File: config.mk
export PLATFORM = sky130hd
export DESIGN_NAME = spi_slave_regif_flat
export DESIGN_NICKNAME = d
export VERILOG_FILES = /design/src/rtl/spi_slave_regif_if.sv /design/src/rtl/spi_slave_regif.sv /design/src/flat_wrapper.sv
export SDC_FILE = /design/constraint.sdc
export NUM_CORES = 1
export LEC_CHECK = 0
export CORE_AREA = 2 2 74 76
export CTS_CLUSTER_SIZE = 12
export DETAILED_ROUTE_END_ITERATION = 10
export DIE_AREA = 0 0 76 78
export PLACE_DENSITY = 0.86
export SLEW_MARGIN = 15
export SYNTH_ARGS = -nofsm -noshare
export SYNTH_HDL_FRONTEND = slang
export SYNTH_SLANG_ARGS = --single-unit
File: constraint.sdc
create_clock -name clk -period 2.75 [get_ports clk]
set_clock_uncertainty 0.1 [all_clocks]
set_input_delay 0.55 -clock clk [delete_from_list [all_inputs] [get_ports clk]]
set_output_delay 0.55 -clock clk [all_outputs]
set_load 0.01 [all_outputs]
File: src/rtl/spi_slave_regif_if.sv
// Bundle of SPI pins and register-side strobes between the mode-0 SPI responder
// and its environment: slave = the responder, master = SPI master plus register block.
interface spi_slave_regif_if #(
   parameter int ADDR_WIDTH = 3,
   parameter int DATA_WIDTH = 8
);
   logic                  sclk;
   logic                  cs;
   logic                  mosi;
   logic                  miso;
   logic                  wr_vld;
   logic [ADDR_WIDTH-1:0] wr_addr;
   logic [DATA_WIDTH-1:0] wr_data;
   logic                  rd_req;
   logic [ADDR_WIDTH-1:0] rd_addr;
   logic [DATA_WIDTH-1:0] rd_data;
   logic                  rd_done;
   logic                  frame_err;
   logic                  busy;

   modport slave (
      input  sclk, cs, mosi, rd_data,
      output miso, wr_vld, wr_addr, wr_data, rd_req, rd_addr, rd_done, frame_err, busy
   );

   modport master (
      output sclk, cs, mosi, rd_data,
      input  miso, wr_vld, wr_addr, wr_data, rd_req, rd_addr, rd_done, frame_err, busy
   );
endinterface

File: src/rtl/spi_slave_regif.sv
// SPI mode-0 responder: oversamples sclk/cs/mosi, decodes write and read-command
// frames into register strobes, and shifts read data back on miso in a later frame.
module spi_slave_regif #(
   parameter int ADDR_WIDTH  = 3,
   parameter int DATA_WIDTH  = 8,
   parameter int RD_TIMEOUT  = 1023,
   parameter int SYNC_STAGES = 2
) (
   input  logic              clk,
   input  logic              rst,
   spi_slave_regif_if.slave  bus
);
   localparam int FRAME_W = 1 + ADDR_WIDTH + DATA_WIDTH;
   localparam int CMD_W   = 1 + ADDR_WIDTH;
   localparam int CNT_W   = 4;
   localparam int TMO_W   = $clog2(RD_TIMEOUT + 1);

   typedef enum logic [1:0] {IDLE, CMD, RD_WAIT, RD_DATA} state_t;

   logic [SYNC_STAGES-1:0] sclk_sync_q, sclk_sync_d;
   logic [SYNC_STAGES-1:0] cs_sync_q,   cs_sync_d;
   logic [SYNC_STAGES-1:0] mosi_sync_q, mosi_sync_d;
   logic                   sclk_prev_q, sclk_prev_d;
   logic                   cs_prev_q,   cs_prev_d;

   state_t                 state_q, state_d;
   logic [CNT_W-1:0]       cnt_q, cnt_d;
   logic [FRAME_W-1:0]     shift_q, shift_d;
   logic [DATA_WIDTH-1:0]  tx_q, tx_d;
   logic [TMO_W-1:0]       tmo_q, tmo_d;
   logic                   miso_q, miso_d;
   logic                   wr_vld_q, wr_vld_d;
   logic [ADDR_WIDTH-1:0]  wr_addr_q, wr_addr_d;
   logic [DATA_WIDTH-1:0]  wr_data_q, wr_data_d;
   logic                   rd_req_q, rd_req_d;
   logic [ADDR_WIDTH-1:0]  rd_addr_q, rd_addr_d;
   logic                   rd_done_q, rd_done_d;
   logic                   frame_err_q, frame_err_d;
   logic                   busy_q, busy_d;

   logic sclk_s, cs_s, mosi_s;
   logic sclk_rise, sclk_fall, cs_rise, cs_fall;

   assign sclk_s = sclk_sync_q[SYNC_STAGES-1];
   assign cs_s   = cs_sync_q[SYNC_STAGES-1];
   assign mosi_s = mosi_sync_q[SYNC_STAGES-1];

   // sclk edges only count while the synchronized chip select is asserted
   assign sclk_rise = sclk_s & ~sclk_prev_q & ~cs_s;
   assign sclk_fall = ~sclk_s & sclk_prev_q & ~cs_s;
   assign cs_rise   = cs_s & ~cs_prev_q;
   assign cs_fall   = ~cs_s & cs_prev_q;

   always_comb begin
      sclk_sync_d = {sclk_sync_q[SYNC_STAGES-2:0], bus.sclk};
      cs_sync_d   = {cs_sync_q[SYNC_STAGES-2:0],   bus.cs};
      mosi_sync_d = {mosi_sync_q[SYNC_STAGES-2:0], bus.mosi};
      sclk_prev_d = sclk_s;
      cs_prev_d   = cs_s;

      state_d     = state_q;
      cnt_d       = cnt_q;
      shift_d     = shift_q;
      tx_d        = tx_q;
      tmo_d       = tmo_q;
      miso_d      = miso_q;
      wr_addr_d   = wr_addr_q;
      wr_data_d   = wr_data_q;
      rd_addr_d   = rd_addr_q;
      wr_vld_d    = 1'b0;
      rd_req_d    = 1'b0;
      rd_done_d   = 1'b0;
      frame_err_d = 1'b0;

      case (state_q)
         IDLE: begin
            miso_d = 1'b0;
            if (cs_fall) begin
               state_d = CMD;
               cnt_d   = '0;
               shift_d = '0;
            end
         end
         CMD: begin
            if (cs_rise) begin
               state_d = IDLE;
               if (cnt_q == CNT_W'(FRAME_W) && shift_q[FRAME_W-1]) begin
                  wr_vld_d  = 1'b1;
                  wr_addr_d = shift_q[DATA_WIDTH +: ADDR_WIDTH];
                  wr_data_d = shift_q[DATA_WIDTH-1:0];
               end else if (cnt_q == CNT_W'(CMD_W) && !shift_q[ADDR_WIDTH]) begin
                  rd_req_d  = 1'b1;
                  rd_addr_d = shift_q[ADDR_WIDTH-1:0];
                  state_d   = RD_WAIT;
                  tmo_d     = '0;
               end else begin
                  frame_err_d = 1'b1;
               end
            end else if (sclk_rise) begin
               shift_d = {shift_q[FRAME_W-2:0], mosi_s};
               if (cnt_q != '1) cnt_d = cnt_q + 1'b1;
            end
         end
         RD_WAIT: begin
            // register block answers one cycle after the request
            if (rd_req_q) tx_d = bus.rd_data;
            if (cs_fall) begin
               state_d = RD_DATA;
               cnt_d   = '0;
               miso_d  = rd_req_q ? bus.rd_data[DATA_WIDTH-1] : tx_q[DATA_WIDTH-1];
            end else if (tmo_q == TMO_W'(RD_TIMEOUT)) begin
               frame_err_d = 1'b1;
               state_d     = IDLE;
            end else begin
               tmo_d = tmo_q + 1'b1;
            end
         end
         RD_DATA: begin
            if (cs_rise) begin
               state_d = IDLE;
               miso_d  = 1'b0;
               if (cnt_q == CNT_W'(DATA_WIDTH)) rd_done_d = 1'b1;
               else                             frame_err_d = 1'b1;
            end else begin
               if (sclk_rise && cnt_q != '1) cnt_d = cnt_q + 1'b1;
               if (sclk_fall) begin
                  tx_d   = {tx_q[DATA_WIDTH-2:0], 1'b0};
                  miso_d = tx_q[DATA_WIDTH-2];
               end
            end
         end
         default: state_d = IDLE;
      endcase

      busy_d = (state_d != IDLE);
   end

   always_ff @(posedge clk) begin
      if (rst) begin
         sclk_sync_q <= '0;
         cs_sync_q   <= '1;
         mosi_sync_q <= '0;
         sclk_prev_q <= 1'b0;
         cs_prev_q   <= 1'b1;
         state_q     <= IDLE;
         cnt_q       <= '0;
         shift_q     <= '0;
         tx_q        <= '0;
         tmo_q       <= '0;
         miso_q      <= 1'b0;
         wr_vld_q    <= 1'b0;
         wr_addr_q   <= '0;
         wr_data_q   <= '0;
         rd_req_q    <= 1'b0;
         rd_addr_q   <= '0;
         rd_done_q   <= 1'b0;
         frame_err_q <= 1'b0;
         busy_q      <= 1'b0;
      end else begin
         sclk_sync_q <= sclk_sync_d;
         cs_sync_q   <= cs_sync_d;
         mosi_sync_q <= mosi_sync_d;
         sclk_prev_q <= sclk_prev_d;
         cs_prev_q   <= cs_prev_d;
         state_q     <= state_d;
         cnt_q       <= cnt_d;
         shift_q     <= shift_d;
         tx_q        <= tx_d;
         tmo_q       <= tmo_d;
         miso_q      <= miso_d;
         wr_vld_q    <= wr_vld_d;
         wr_addr_q   <= wr_addr_d;
         wr_data_q   <= wr_data_d;
         rd_req_q    <= rd_req_d;
         rd_addr_q   <= rd_addr_d;
         rd_done_q   <= rd_done_d;
         frame_err_q <= frame_err_d;
         busy_q      <= busy_d;
      end
   end

   assign bus.miso      = miso_q;
   assign bus.wr_vld    = wr_vld_q;
   assign bus.wr_addr   = wr_addr_q;
   assign bus.wr_data   = wr_data_q;
   assign bus.rd_req    = rd_req_q;
   assign bus.rd_addr   = rd_addr_q;
   assign bus.rd_done   = rd_done_q;
   assign bus.frame_err = frame_err_q;
   assign bus.busy      = busy_q;
endmodule
File: src/flat_wrapper.sv
// flat-port wrapper written by rule: the top's interface ports become plain ports
module spi_slave_regif_flat 
#(
   parameter int ADDR_WIDTH  = 3,
   parameter int DATA_WIDTH  = 8,
   parameter int RD_TIMEOUT  = 1023,
   parameter int SYNC_STAGES = 2
)
  (clk, rst, bus_sclk, bus_cs, bus_mosi, bus_rd_data, bus_miso, bus_wr_vld, bus_wr_addr, bus_wr_data, bus_rd_req, bus_rd_addr, bus_rd_done, bus_frame_err, bus_busy);
  spi_slave_regif_if #(.ADDR_WIDTH(ADDR_WIDTH), .DATA_WIDTH(DATA_WIDTH)) bus_i ();
  input  logic clk;
  input  logic rst;
  input wire logic [$bits(bus_i.sclk)-1:0] bus_sclk;
  input wire logic [$bits(bus_i.cs)-1:0] bus_cs;
  input wire logic [$bits(bus_i.mosi)-1:0] bus_mosi;
  input wire logic [$bits(bus_i.rd_data)-1:0] bus_rd_data;
  output wire logic [$bits(bus_i.miso)-1:0] bus_miso;
  output wire logic [$bits(bus_i.wr_vld)-1:0] bus_wr_vld;
  output wire logic [$bits(bus_i.wr_addr)-1:0] bus_wr_addr;
  output wire logic [$bits(bus_i.wr_data)-1:0] bus_wr_data;
  output wire logic [$bits(bus_i.rd_req)-1:0] bus_rd_req;
  output wire logic [$bits(bus_i.rd_addr)-1:0] bus_rd_addr;
  output wire logic [$bits(bus_i.rd_done)-1:0] bus_rd_done;
  output wire logic [$bits(bus_i.frame_err)-1:0] bus_frame_err;
  output wire logic [$bits(bus_i.busy)-1:0] bus_busy;
  assign bus_i.sclk = bus_sclk;
  assign bus_i.cs = bus_cs;
  assign bus_i.mosi = bus_mosi;
  assign bus_i.rd_data = bus_rd_data;
  assign bus_miso = bus_i.miso;
  assign bus_wr_vld = bus_i.wr_vld;
  assign bus_wr_addr = bus_i.wr_addr;
  assign bus_wr_data = bus_i.wr_data;
  assign bus_rd_req = bus_i.rd_req;
  assign bus_rd_addr = bus_i.rd_addr;
  assign bus_rd_done = bus_i.rd_done;
  assign bus_frame_err = bus_i.frame_err;
  assign bus_busy = bus_i.busy;
  spi_slave_regif #(.ADDR_WIDTH(ADDR_WIDTH), .DATA_WIDTH(DATA_WIDTH), .RD_TIMEOUT(RD_TIMEOUT), .SYNC_STAGES(SYNC_STAGES)) u_core (.clk(clk), .rst(rst), .bus(bus_i));
endmodule
== Word level (Yosys, flattened, before mapping) ==
Cells that the tools add are included.

* Output and inout bits: 20
* Register bits after elaboration: 64

* Equality and inequality tests: 24
* Bitwise operators: 14
* Multiplexer cells: 45
* $add $sub $neg: 2
* Reduce and logical (&&, ||, !) cells: 21

{| class="wikitable"
|+ Operators with widths
! cell !! number
|-
| 10-bit two-way mux || 5
|-
| 12-bit two-way mux || 3
|-
| 4-bit two-way mux || 6
|-
| 8-bit two-way mux || 3
|-
| 12-bit one-hot mux with 2 select lines || 1
|-
| 2-bit by 1-bit inequality test with 1-bit output (second input constant) || 10
|-
| 10-bit one-hot mux with 2 select lines || 1
|-
| 8-bit one-hot mux with 2 select lines || 1
|-
| 1-bit two-way mux || 14
|-
| 2-bit two-way mux || 7
|-
| 4-bit one-hot mux with 3 select lines || 1
|-
| 4-bit AND reduction || 3
|-
| 6-bit AND reduction || 2
|-
| 10-bit by 1-bit adder with 10-bit output (second input constant) || 1
|-
| 10-bit == test (second input constant) || 1
|-
| 2-bit inequality test (second input constant) || 5
|-
| 4-bit == test (second input constant) || 2
|-
| 1-bit NOT || 8
|-
| 2-bit one-hot mux with 4 select lines || 1
|-
| 2-bit nonzero test || 4
|-
| 1-bit bitwise AND || 6
|-
| 1-bit one-hot mux with 3 select lines || 2
|-
| 3-bit AND reduction || 2
|-
| 3-bit OR reduction || 2
|-
| 12 further kinds || 15
|}

== Depth between registers and ports, before layout ==
Gate-level depths: netlist of the first run.

* Word-level depth: 7
* Depth in mapped cells: 8

== Worst setup path before layout of the first run ==
No wires, ideal clock.

* Path type: register -> register
* Start: reg u_core.cnt_q[0]
* End: reg u_core.tmo_q[4]
* Required time: 2591 ps
* Stages on the path, launching flop included: 9
* Period minus slack after synthesis: 1958 ps
* Arrival time: 1799 ps
* Path slack: 792 ps
* Setup time: 59 ps
* Buffers on the path: 1
* Cells stage by stage: dfxtp_1 inv_1 ha_1 nand3b_4 o32ai_4 o22ai_2 buf_6 or4_1 nand2_1

* Cells in the longest elaborated chain, start to end: 4

{| class="wikitable"
|+ Ends and longest elaborated chain
! item !! line !! text
|-
| start, declared || spi_slave_regif.sv:27 || <nowiki>logic [CNT_W-1:0] cnt_q, cnt_d;</nowiki>
|-
| start signal, assigned || spi_slave_regif.sv:166 || <nowiki>cnt_q <= cnt_d;</nowiki>
|-
| 4-bit == test or 4-bit by 3-bit == test with 1-bit output (tied branches) || spi_slave_regif.sv:87, spi_slave_regif.sv:91 ||
|-
| 1-bit logical AND (on tied branches) || spi_slave_regif.sv:87, spi_slave_regif.sv:91 ||
|-
| 2-bit inequality test (no source line) or 2-bit by 1-bit inequality test with 1-bit output (tied branches) || - ||
|-
| 6-bit AND reduction (no source line) (*) || - ||
|-
| end signal, assigned || spi_slave_regif.sv:169 || <nowiki>tmo_q <= tmo_d;</nowiki>
|-
| end, declared || spi_slave_regif.sv:30 || <nowiki>logic [TMO_W-1:0] tmo_q, tmo_d;</nowiki>
|}

Every way passes the cells marked *; elsewhere a longest branch is shown, timed or not.
A chain may end at the register's enable or synchronous reset.

== Worst setup path after layout of the first run ==
* Start: reg u_core.state_q[0]
* End: reg u_core.tmo_q[7]

* Cells in the longest elaborated chain, start to end: 3

{| class="wikitable"
|+ Ends and longest elaborated chain
! item !! line !! text
|-
| start, declared || spi_slave_regif.sv:26 || <nowiki>state_t state_q, state_d;</nowiki>
|-
| start signal, assigned || spi_slave_regif.sv:165 || <nowiki>state_q <= state_d;</nowiki>
|-
| 2-bit == test or 2-bit by 1-bit == test with 1-bit output (tied branches) || spi_slave_regif.sv:75 || <nowiki>case (state_q)</nowiki>
|-
| 2-bit inequality test (no source line), or another cell as far along || - ||
|-
| 6-bit AND reduction (no source line) || - ||
|}

Parallel ways exist; a longest one is shown, timed or not.

==> impl_metrics.py, run 1 <==
metrics = {
    "synthesis": {
        "async_flop_share_pct": 0,
        "ys_types": 48,
        "ys_ff_latch": 64,
        "synth-edff-count": 0,
        "syn_area_um2": 2710,
        "syn_inst": 302,
        "syn_avg_cell_area_um2": 8.98,
        "synth_top_cell_area_share_pct": 47.3,
        "ys_seq_area_share_pct": 47.3,
        "synth.net_count": 318,
        "synthTopCellsByArea": "dfxtp_1, mux2i_1, nor2_1",
        "synth_warnings": 0,
        "synth_ff_type": "dfxtp_1",
        "yosys.area.top_type": "dfxtp_1",
    },
    "grt": {
        "track_usage_pct": 20.7,
        "antenna_found_initial": 0,
        "grt_pass1_wl_mm": 9.74,
        "grt_overflow_total": 0,
        "grt_pass1_vias": 2200,
        "grt_max_degree": 56,
    },
    "die": {
        "row_count": 26,
        "core_um2": 5040,
        "die_x_um": 76,
        "die_area_um2": 5930,
        "ios": 33,
        "chipHeight_um": 78,
        "initial_utilization_pct": 53.8,
    },
    "sta": {
        "setup_ws_ns": 0.510,
        "whs_ns": 0.322,
        "min_period_over_period_pct": 81.4,
        "period_needed_ns": 2.24,
        "fin_tns_setup_ns": 0,
        "hold_violations": 0,
        "rsz0062_at_grt": "no",
        "worst_pin_slew_ns": 0.657,
        "fmax_mhz": 447,
        "setup_violations": 0,
        "max-slew-margin-rel_pct": 55.9,
        "slew_viol_final": 0,
    },
    "critical_path": {
        "slowest_delay_ns": 0.58,
        "rr_worst_depth": 5,
        "critPathTopFamily": "simple AND/OR/NAND/NOR gates",
        "cp_data_required_time_ns": 2.93,
        "crit_chain": "nand3b_2, o32ai_4, o22ai_2, or4_1, a21oi_1",
        "rr_endpoint": "u_core.tmo_q[7]",
        "cp-start-kind": "flip-flop",
        "r2r_slack_ns": 0.51,
        "slowest_stage": "dfxtp_1",
        "crit_type": "flip-flop to flip-flop",
        "arrival_ns": 2.42,
        "path_depth": 5,
        "r2r-start": "u_core.state_q[0]",
        "endpoint": "u_core.tmo_q[7]",
        "path_buf_inv": 0,
        "end_kind": "flip-flop",
        "crit_start": "u_core.state_q[0]",
        "worstPathMaxFanout": 13,
    },
    "route": {
        "via_per_inst": 5.55,
        "dr_total_vias": 2263,
        "dr.pass1.iters": 4,
        "routedWlPerCell_um": 13.6,
        "wl_mm": 5.56,
        "drt_iter0_markers": 138,
        "ant_nets": 0,
        "drc": 0,
    },
    "clocking": {
        "htree_num_levels": 3,
        "numCtsBuffers": 9,
        "clk_pin_slew_ns": 0.08,
        "cts_sinks": 64,
        "cts_tree": "done",
        "cts_root_buffer": "clkbuf_8",
        "hold_buffers": 0,
        "clock_latency_ns": 0.35,
        "post_cts_resized": 0,
        "cts_setup_buffers": 0,
        "cts_buffer_depth": 2,
    },
    "finish": {
        "drive_gt1_share_pct": 10.4,
        "insertedDiodeCount": 0,
        "n_fill_cell": 419,
        "nNetsFinal": 349,
        "layout_common_cells": "dfxtp_1, nor2_1, clkdlybuf4s50_1",
        "final_cells": 408,
        "final_common_cell": "dfxtp_1",
        "area_growth_pct": 21.7,
    },
    "worst_hold_path": {
        "min_path_type": "flip-flop to flip-flop",
    },
    "place": {
        "portBuffers": 32,
        "place.gp.congestion": 0.864,
        "dp_hpwl_mm": 3.66,
        "place_inst": 392,
        "dpl_worst_slack_ns": 0.579,
    },
    "flow_run": {
        "max_cap_violations": 0,
    },
    "run_status": {
        "status": "complete, no violations",
    },
    "power": {
        "p_per_area_nw_per_um2": 556,
        "peakVddDrop_uv": 455,
        "p_leak_nw": 1.12,
    },
}
state kept, by name, summed over array words and instances (netlist names), 2 cells and up:
name                flops
u_core.shift_q         12
u_core.tmo_q           10
u_core.bus.wr_data      8
u_core.tx_q             8
u_core.cnt_q            4
u_core.bus.rd_addr      3
u_core.bus.wr_addr      3
u_core.cs_sync_q        2
u_core.mosi_sync_q      2
u_core.sclk_sync_q      2
u_core.state_q          2
cells in the mapped netlist, drive strengths merged (5+ instances only):
library cell and number:
nand2 19, dfxtp 64, nand2b 15, nor2 38, mux2i 16, a311oi 7, a21oi 21, nor2b 11
buf 8, o21ai 6, nand3 24, clkbuf 11, or2 5
worst reg2reg max path: stages (launching register included):
cell and delay, ns:
dfxtp_1 0.58, nand3b_2 0.27, o32ai_4 0.30, o22ai_2 0.23, or4_1 0.54, a21oi_1 0.14
per-stage QoR:
stage	util [%]	total power [mW]	cell area (um^2)
global route	65.4	1.90	3300
detailed placement	61.3	1.03	3090
CTS	65.4	1.86	3300
finish	65.4	1.84	3300
global placement	61.3	1.03	3090
floorplan	-	1.00	2710
per-layer routing:
metal	GRT usage, %	wire [um]	up-vias
li1	-	-	1126
met1	24.7	2600	1074
met2	33.4	2580	54
met3	6.51	301	9
met4	10.9	87	0
met5	0	0	-
logic make-up (layout without fill, tap and decap cells):
| logic type | after synthesis | in the layout | synth area share [%] |
|---|---|---|---|
| AND/OR/NAND/NOR | 139 | 139 | 27.1 |
| adder cells (fa/ha/maj) | 3 | 3 | 1.38 |
| XOR/XNOR | 4 | 4 | 1.29 |
| multiplexers | 16 | 16 | 5.91 |
| buffers and inverters | 23 | 59 | 3.65 |
| AO/OA/AOI/OAI | 53 | 53 | 13.4 |
| flip-flops | 64 | 64 | 47.3 |
power breakdown:
group	switching, mW	internal (mW)
clock	0.384	0.444
sequential	0.00628	0.933
combinational	0.0368	0.0322
layout make-up:
cell class / instances / area, um^2 / area share, %
clock buffer: 10 / 138 / 4.17
clock inverter: 6 / 68.8 / 2.09
inverter: 4 / 15.0 / 0.455
multi-input combinational: 215 / 1340 / 40.7
sequential: 64 / 1280 / 38.8
tap: 70 / 87.6 / 2.65
timing repair buffer: 39 / 368 / 11.1
how the worst min path moves through the flow:
stage | start | cells after the start | end
finish | u_core.cs_sync_q[0] | 1 | u_core.cs_sync_q[1]
floorplan | u_core.cs_sync_q[0] | 1 | u_core.cs_sync_q[1]
global route | u_core.mosi_sync_q[0] | 1 | u_core.mosi_sync_q[1]
CTS | u_core.cs_sync_q[0] | 1 | u_core.cs_sync_q[1]
detailed placement | u_core.cs_sync_q[0] | 1 | u_core.cs_sync_q[1]
global placement | u_core.cs_sync_q[0] | 1 | u_core.cs_sync_q[1]
Note: power is estimated with default switching activity, not from simulation.
==> inputs of run 2 (changes only) <==
==> constraint.sdc (replaced) <==
create_clock -name clk -period 2.3 [get_ports clk]
set_clock_uncertainty 0.1 [all_clocks]
set_input_delay 0.46 -clock clk [delete_from_list [all_inputs] [get_ports clk]]
set_output_delay 0.46 -clock clk [all_outputs]
set_load 0.01 [all_outputs]
==> run 2 against run 1 <==
Effect of this change: sequential share of layout area decreased by 0.62 points; global-route usage decreased by 0.30 points; count of clock-buffer cells in the layout unchanged; critical endpoint unchanged.
==> impl_metrics.py, run 2 (same netlist as run 1, synthesis figures left out) <==
metrics = {
    "place": {
        "place_inst": 395,
        "dpl_worst_slack_ns": 0.0911,
        "place.gp.congestion": 0.831,
        "portBuffers": 32,
        "dp_hpwl_mm": 3.79,
    },
    "critical_path": {
        "cp-start-kind": "flip-flop",
        "cp_data_required_time_ns": 2.47,
        "slowest_stage": "or4_1",
        "arrival_ns": 2.35,
        "worstPathMaxFanout": 12,
        "crit_type": "flip-flop to flip-flop",
        "end_kind": "flip-flop",
        "slowest_delay_ns": 0.52,
        "crit_chain": "inv_1, ha_1, nand3b_4, o32ai_4, o22ai_4, or4_1, a21oi_1",
    },
    "grt": {
        "grt_pass1_wl_mm": 9.63,
        "grt_pass1_vias": 2229,
        "grt_overflow_total": 0,
        "antenna_found_initial": 0,
        "grt_max_degree": 56,
        "track_usage_pct": 20.4,
    },
    "sta": {
        "period_needed_ns": 2.18,
        "slew_viol_final": 0,
        "setup_violations": 0,
        "max-slew-margin-rel_pct": 62.4,
        "fmax_mhz": 458,
        "worst_pin_slew_ns": 0.564,
        "hold_violations": 0,
        "fin_tns_setup_ns": 0,
        "min_period_over_period_pct": 95.0,
        "setup_ws_ns": 0.115,
        "rsz0062_at_grt": "no",
    },
    "worst_hold_path": {
        "min_path_type": "flip-flop to flip-flop",
    },
    "route": {
        "dr.pass1.iters": 5,
        "wl_mm": 5.80,
        "drc": 0,
        "dr_total_vias": 2284,
        "via_per_inst": 5.56,
        "drt_iter0_markers": 131,
        "routedWlPerCell_um": 14.1,
        "ant_nets": 0,
    },
    "clocking": {
        "clk_pin_slew_ns": 0.07,
        "clock_latency_ns": 0.34,
        "cts_root_buffer": "clkbuf_8",
        "htree_num_levels": 3,
        "numCtsBuffers": 9,
        "cts_tree": "done",
        "hold_buffers": 0,
        "cts_sinks": 64,
        "cts_buffer_depth": 2,
    },
    "finish": {
        "top_regs": "u_core.shift_q: 12 flops, u_core.tmo_q: 10 flops",
        "layout_common_cells": "dfxtp_1, nor2_1, clkdlybuf4s50_1",
        "drive_gt1_share_pct": 11.1,
        "largest_register_ffs": 12,
        "nNetsFinal": 352,
        "insertedDiodeCount": 0,
        "final_cells": 411,
        "n_fill_cell": 399,
        "area_growth_pct": 23.7,
        "largest-register": "u_core.shift_q",
        "final_common_cell": "dfxtp_1",
        "multi_input_area_um2": 1350,
        "ff_latch_area_um2": 1280,
    },
    "power": {
        "peakVddDrop_uv": 410,
        "p_leak_nw": 1.16,
        "p_per_area_nw_per_um2": 683,
    },
    "die": {
        "die_area_um2": 5930,
        "initial_utilization_pct": 53.8,
        "die_x_um": 76,
        "row_count": 26,
        "ios": 33,
        "chipHeight_um": 78,
        "core_um2": 5040,
    },
    "run_status": {
        "status": "complete, no violations",
    },
    "flow_run": {
        "max_cap_violations": 0,
    },
}
-- run 2: cell count changes in the layout (fill, tap and decap cells not counted) --
cell and change:
clkinvlp_4 -2, buf_4 +3, o22ai_4 +1, bufinv_16 +1, clkinv_4 +1, o22ai_2 -1
-- run 2: final cells by class --
class | count | share of cell area, %
flip-flops and latches | 64 | 38.2
inverters | 4 | 0.448
repair buffers | 42 | 11.6
well taps | 70 | 2.61
multi-input cells | 215 | 40.2
clock buffers | 10 | 4.10
clock inverters | 6 | 2.76
-- run 2: where the power goes --
| group | internal [mW] | total, mW | switching (mW) |
|---|---|---|---|
| clock | 0.642 | 1.08 | 0.440 |
| combinational | 0.0396 | 0.0879 | 0.0483 |
| sequential | 1.12 | 1.12 | 0.00546 |
| total | 1.80 | 2.29 | 0.494 |
-- run 2: worst paths after layout --
check	startpoint	endpoint	slack [ns]	depth (start not counted)
setup reg to reg	u_core.cnt_q[0]	u_core.tmo_q[7]	0.12	7
hold reg to reg	u_core.cs_sync_q[0]	u_core.cs_sync_q[1]	0.32	1
hold / removal	u_core.cs_sync_q[0]	u_core.cs_sync_q[1]	0.32	1
setup / recovery	u_core.cnt_q[0]	u_core.tmo_q[7]	0.12	7
-- run 2: worst max-delay path, delay by kind of cell, from the launching register on --
kind | cells | cell delay, ns
flops | 1 | 0.34
simple gates | 2 | 0.66
compound gates | 3 | 0.69
fa+ha+maj | 1 | 0.24
buf+inv | 1 | 0.09
-- run 2: what timing repair did --
item | 4_1_cts | 5_1_grt
endpoints found under the setup margin | 0 | 1
resized for setup | 0 | 1
buffers inserted | 0 | 0
-- run 2: metal layers --
layer	global-route usage, %	vias up	wire, um
met2	34.3	69	2810
met3	6.51	10	338
met4	11.1	0	72
li1	-	1127	-
met5	0	-	0
met1	23.1	1078	2580
-- run 2: metrics by stage --
stage / util [%] / cell area [um^2] / power (mW) / hold WS, ns
after floorplan: - / 2710 / 1.20 / 0.289
after global placement: 61.8 / 3120 / 1.23 / 0.309
after detailed placement: 61.8 / 3120 / 1.23 / 0.313
after CTS: 66.4 / 3350 / 2.32 / 0.329
after global routing: 66.5 / 3350 / 2.38 / 0.354
final: 66.5 / 3350 / 2.29 / 0.325
==> variant: new RTL, flow settings as in run 1 <==
`RD_TIMEOUT` is set to 1023 in 2 places; all go to 4092.
--- a/src/rtl/spi_slave_regif.sv
+++ b/src/rtl/spi_slave_regif.sv
@@ -3,7 +3,7 @@
 module spi_slave_regif #(
    parameter int ADDR_WIDTH  = 3,
    parameter int DATA_WIDTH  = 8,
-   parameter int RD_TIMEOUT  = 1023,
+   parameter int RD_TIMEOUT  = 4092,
    parameter int SYNC_STAGES = 2
 ) (
    input  logic              clk,
--- a/src/flat_wrapper.sv
+++ b/src/flat_wrapper.sv
@@ -3,7 +3,7 @@
 #(
    parameter int ADDR_WIDTH  = 3,
    parameter int DATA_WIDTH  = 8,
-   parameter int RD_TIMEOUT  = 1023,
+   parameter int RD_TIMEOUT  = 4092,
    parameter int SYNC_STAGES = 2
 )
   (clk, rst, bus_sclk, bus_cs, bus_mosi, bus_rd_data, bus_miso, bus_wr_vld, bus_wr_addr, bus_wr_data, bus_rd_req, bus_rd_addr, bus_rd_done, bus_frame_err, bus_busy);
Behaviour: no difference found for any inputs over 10 cycles, from zero or initial values and one cycle with rst high; that may be too few to reach the edited logic, so the function may still have changed.
==> variant against run 1 <==
Non-clock buffer count unchanged. Total power grew 7.1%. Routed wire length up 12%. Sequential cell count rose by 2. Die area stayed put. Cell area up 4.2%. Setup slack improved by 12 ps. Area after synthesis is 5.6% higher.
==> variant: results <==
metrics = {
    "floorplanning": {
        "dieWidth_um": 76,
    },
    "clock_tree": {
        "path_clk_slew_ps": 70,
        "cts_buffers": 9,
        "cts.path.max_buffers": 2,
        "post_cts_resized": 0,
        "htree_levels": 3,
        "clk_root_buffer_cell": "clkbuf_8",
        "cts_setup_buffers": 0,
        "insertion_delay_ps": 340,
    },
    "placement": {
        "io_buffers": 32,
        "routabilityCongestion": 0.900,
        "dpl.hpwl_um": 4120,
    },
    "routing": {
        "drtIter0Drc": 173,
        "wl_per_cell_um": 14.9,
        "drtPass1Iterations": 4,
        "vias_per_cell": 5.65,
    },
    "timing": {
        "tightest_slew_ps": 754,
        "setup_tns_ps": 0,
    },
    "synthesis": {
        "synth_common_cells": "dfxtp_1 (66), nor2_1 (48), nand2_1 (25), a21oi_1 (13), a22oi_1 (13)",
        "synth_compound_area_frac": 0.152,
        "yosys.area_share.xor_xnor": 0.0245,
        "async_flop_share": 0,
        "synth_area_leaders": "dfxtp_1 (46%), nor2_1 (6.3%), mux2i_1 (4.2%), a22oi_1 (3.4%), nand2_1 (3.3%)",
        "synth_nets": 331,
        "ys_warn_count": 0,
        "synthAdderAreaFrac": 0.0175,
        "synthDistinctLibCells": 54,
        "synth-seq-area-share": 0.461,
        "synth_mux_area_frac": 0.0419,
    },
    "run_status": {
        "run_status": "finished clean",
    },
    "worst_setup_path": {
        "arrival_ps": 2380,
        "slowest_delay_ps": 810,
        "worst_path_max_delay_cell": "dfxtp_1",
        "cp_max_fo": 24,
    },
    "pwr": {
        "max-vdd-ir-drop_mv": 0.386,
        "cellLeakagePower_uw": 0.00119,
    },
    "finish": {
        "n_fill_cell": 404,
        "reg.largest.list": "u_core.shift_q: 12 flops, u_core.tmo_q: 12 flops",
        "drive_gt1_frac": 0.103,
        "diodes": 0,
        "final_net_count": 361,
    },
    "global_route": {
        "antenna_found_initial": 0,
        "grt_pass1_vias": 2183,
        "grt_first_pass_wirelength_um": 10500,
        "grt_util_all_layers": 0.220,
        "grt_max_degree": 30,
    },
    "worst_hold_path": {
        "min_path_type": "flop to flop",
    },
}
variant: layout make-up:
class | instances | area, sq um | share of cell area
clock buffers | 10 | 138 | 0.0400
clock inverters | 6 | 90.1 | 0.0262
inverters | 10 | 37.5 | 0.0109
multi-input cells | 218 | 1390 | 0.405
flip-flops and latches | 66 | 1320 | 0.384
well taps | 70 | 87.6 | 0.0255
repair buffers | 39 | 373 | 0.108
variant: path summary, 6_finish.rpt:
kind / startpoint / endpoint / slack [ps] / cells past startpoint
hold / removal: u_core.cs_sync_q[0] / u_core.cs_sync_q[1] / 310 / 1
setup reg to reg: u_core.state_q[1] / u_core.tmo_q[11] / 520 / 4
setup / recovery: u_core.state_q[1] / u_core.tmo_q[11] / 520 / 4
hold reg to reg: u_core.cs_sync_q[0] / u_core.cs_sync_q[1] / 310 / 1
variant: where the power goes:
part	internal, uW	switching [uW]	leakage, uW
combinational	36.1	47.1	0.000545
sequential	963	7.53	0.000533
clock	536	376	0.000112
total	1540	430	0.00119
variant: routing by layer:
layer	GRT usage	part of all wire	up-vias
met5	0	0	-
met4	0.0727	0.010	0
met3	0.0523	0.055	8
met2	0.364	0.49	78
met1	0.284	0.44	1108
li1	-	-	1173
variant: stage by stage:
stage / total power (uW) / utilization / setup slack (ps) / instance area, sq um / std cells
final: 1970 / 0.682 / 522 / 3440 / 419
after global routing: 2030 / 0.682 / 340 / 3440 / 419
after floorplan: 1040 / - / 847 / 2860 / 314
after global placement: 1070 / 0.637 / 713 / 3210 / 403
after detailed placement: 1070 / 0.637 / 592 / 3210 / 403
after CTS: 1980 / 0.682 / 562 / 3440 / 419
variant: critical path, delay by kind of cell (launching register included):
family,cells,cell delay (ps)
AOI/OAI and AO/OA,1,190
DFF,1,810
and+or+nand+nor,3,1040
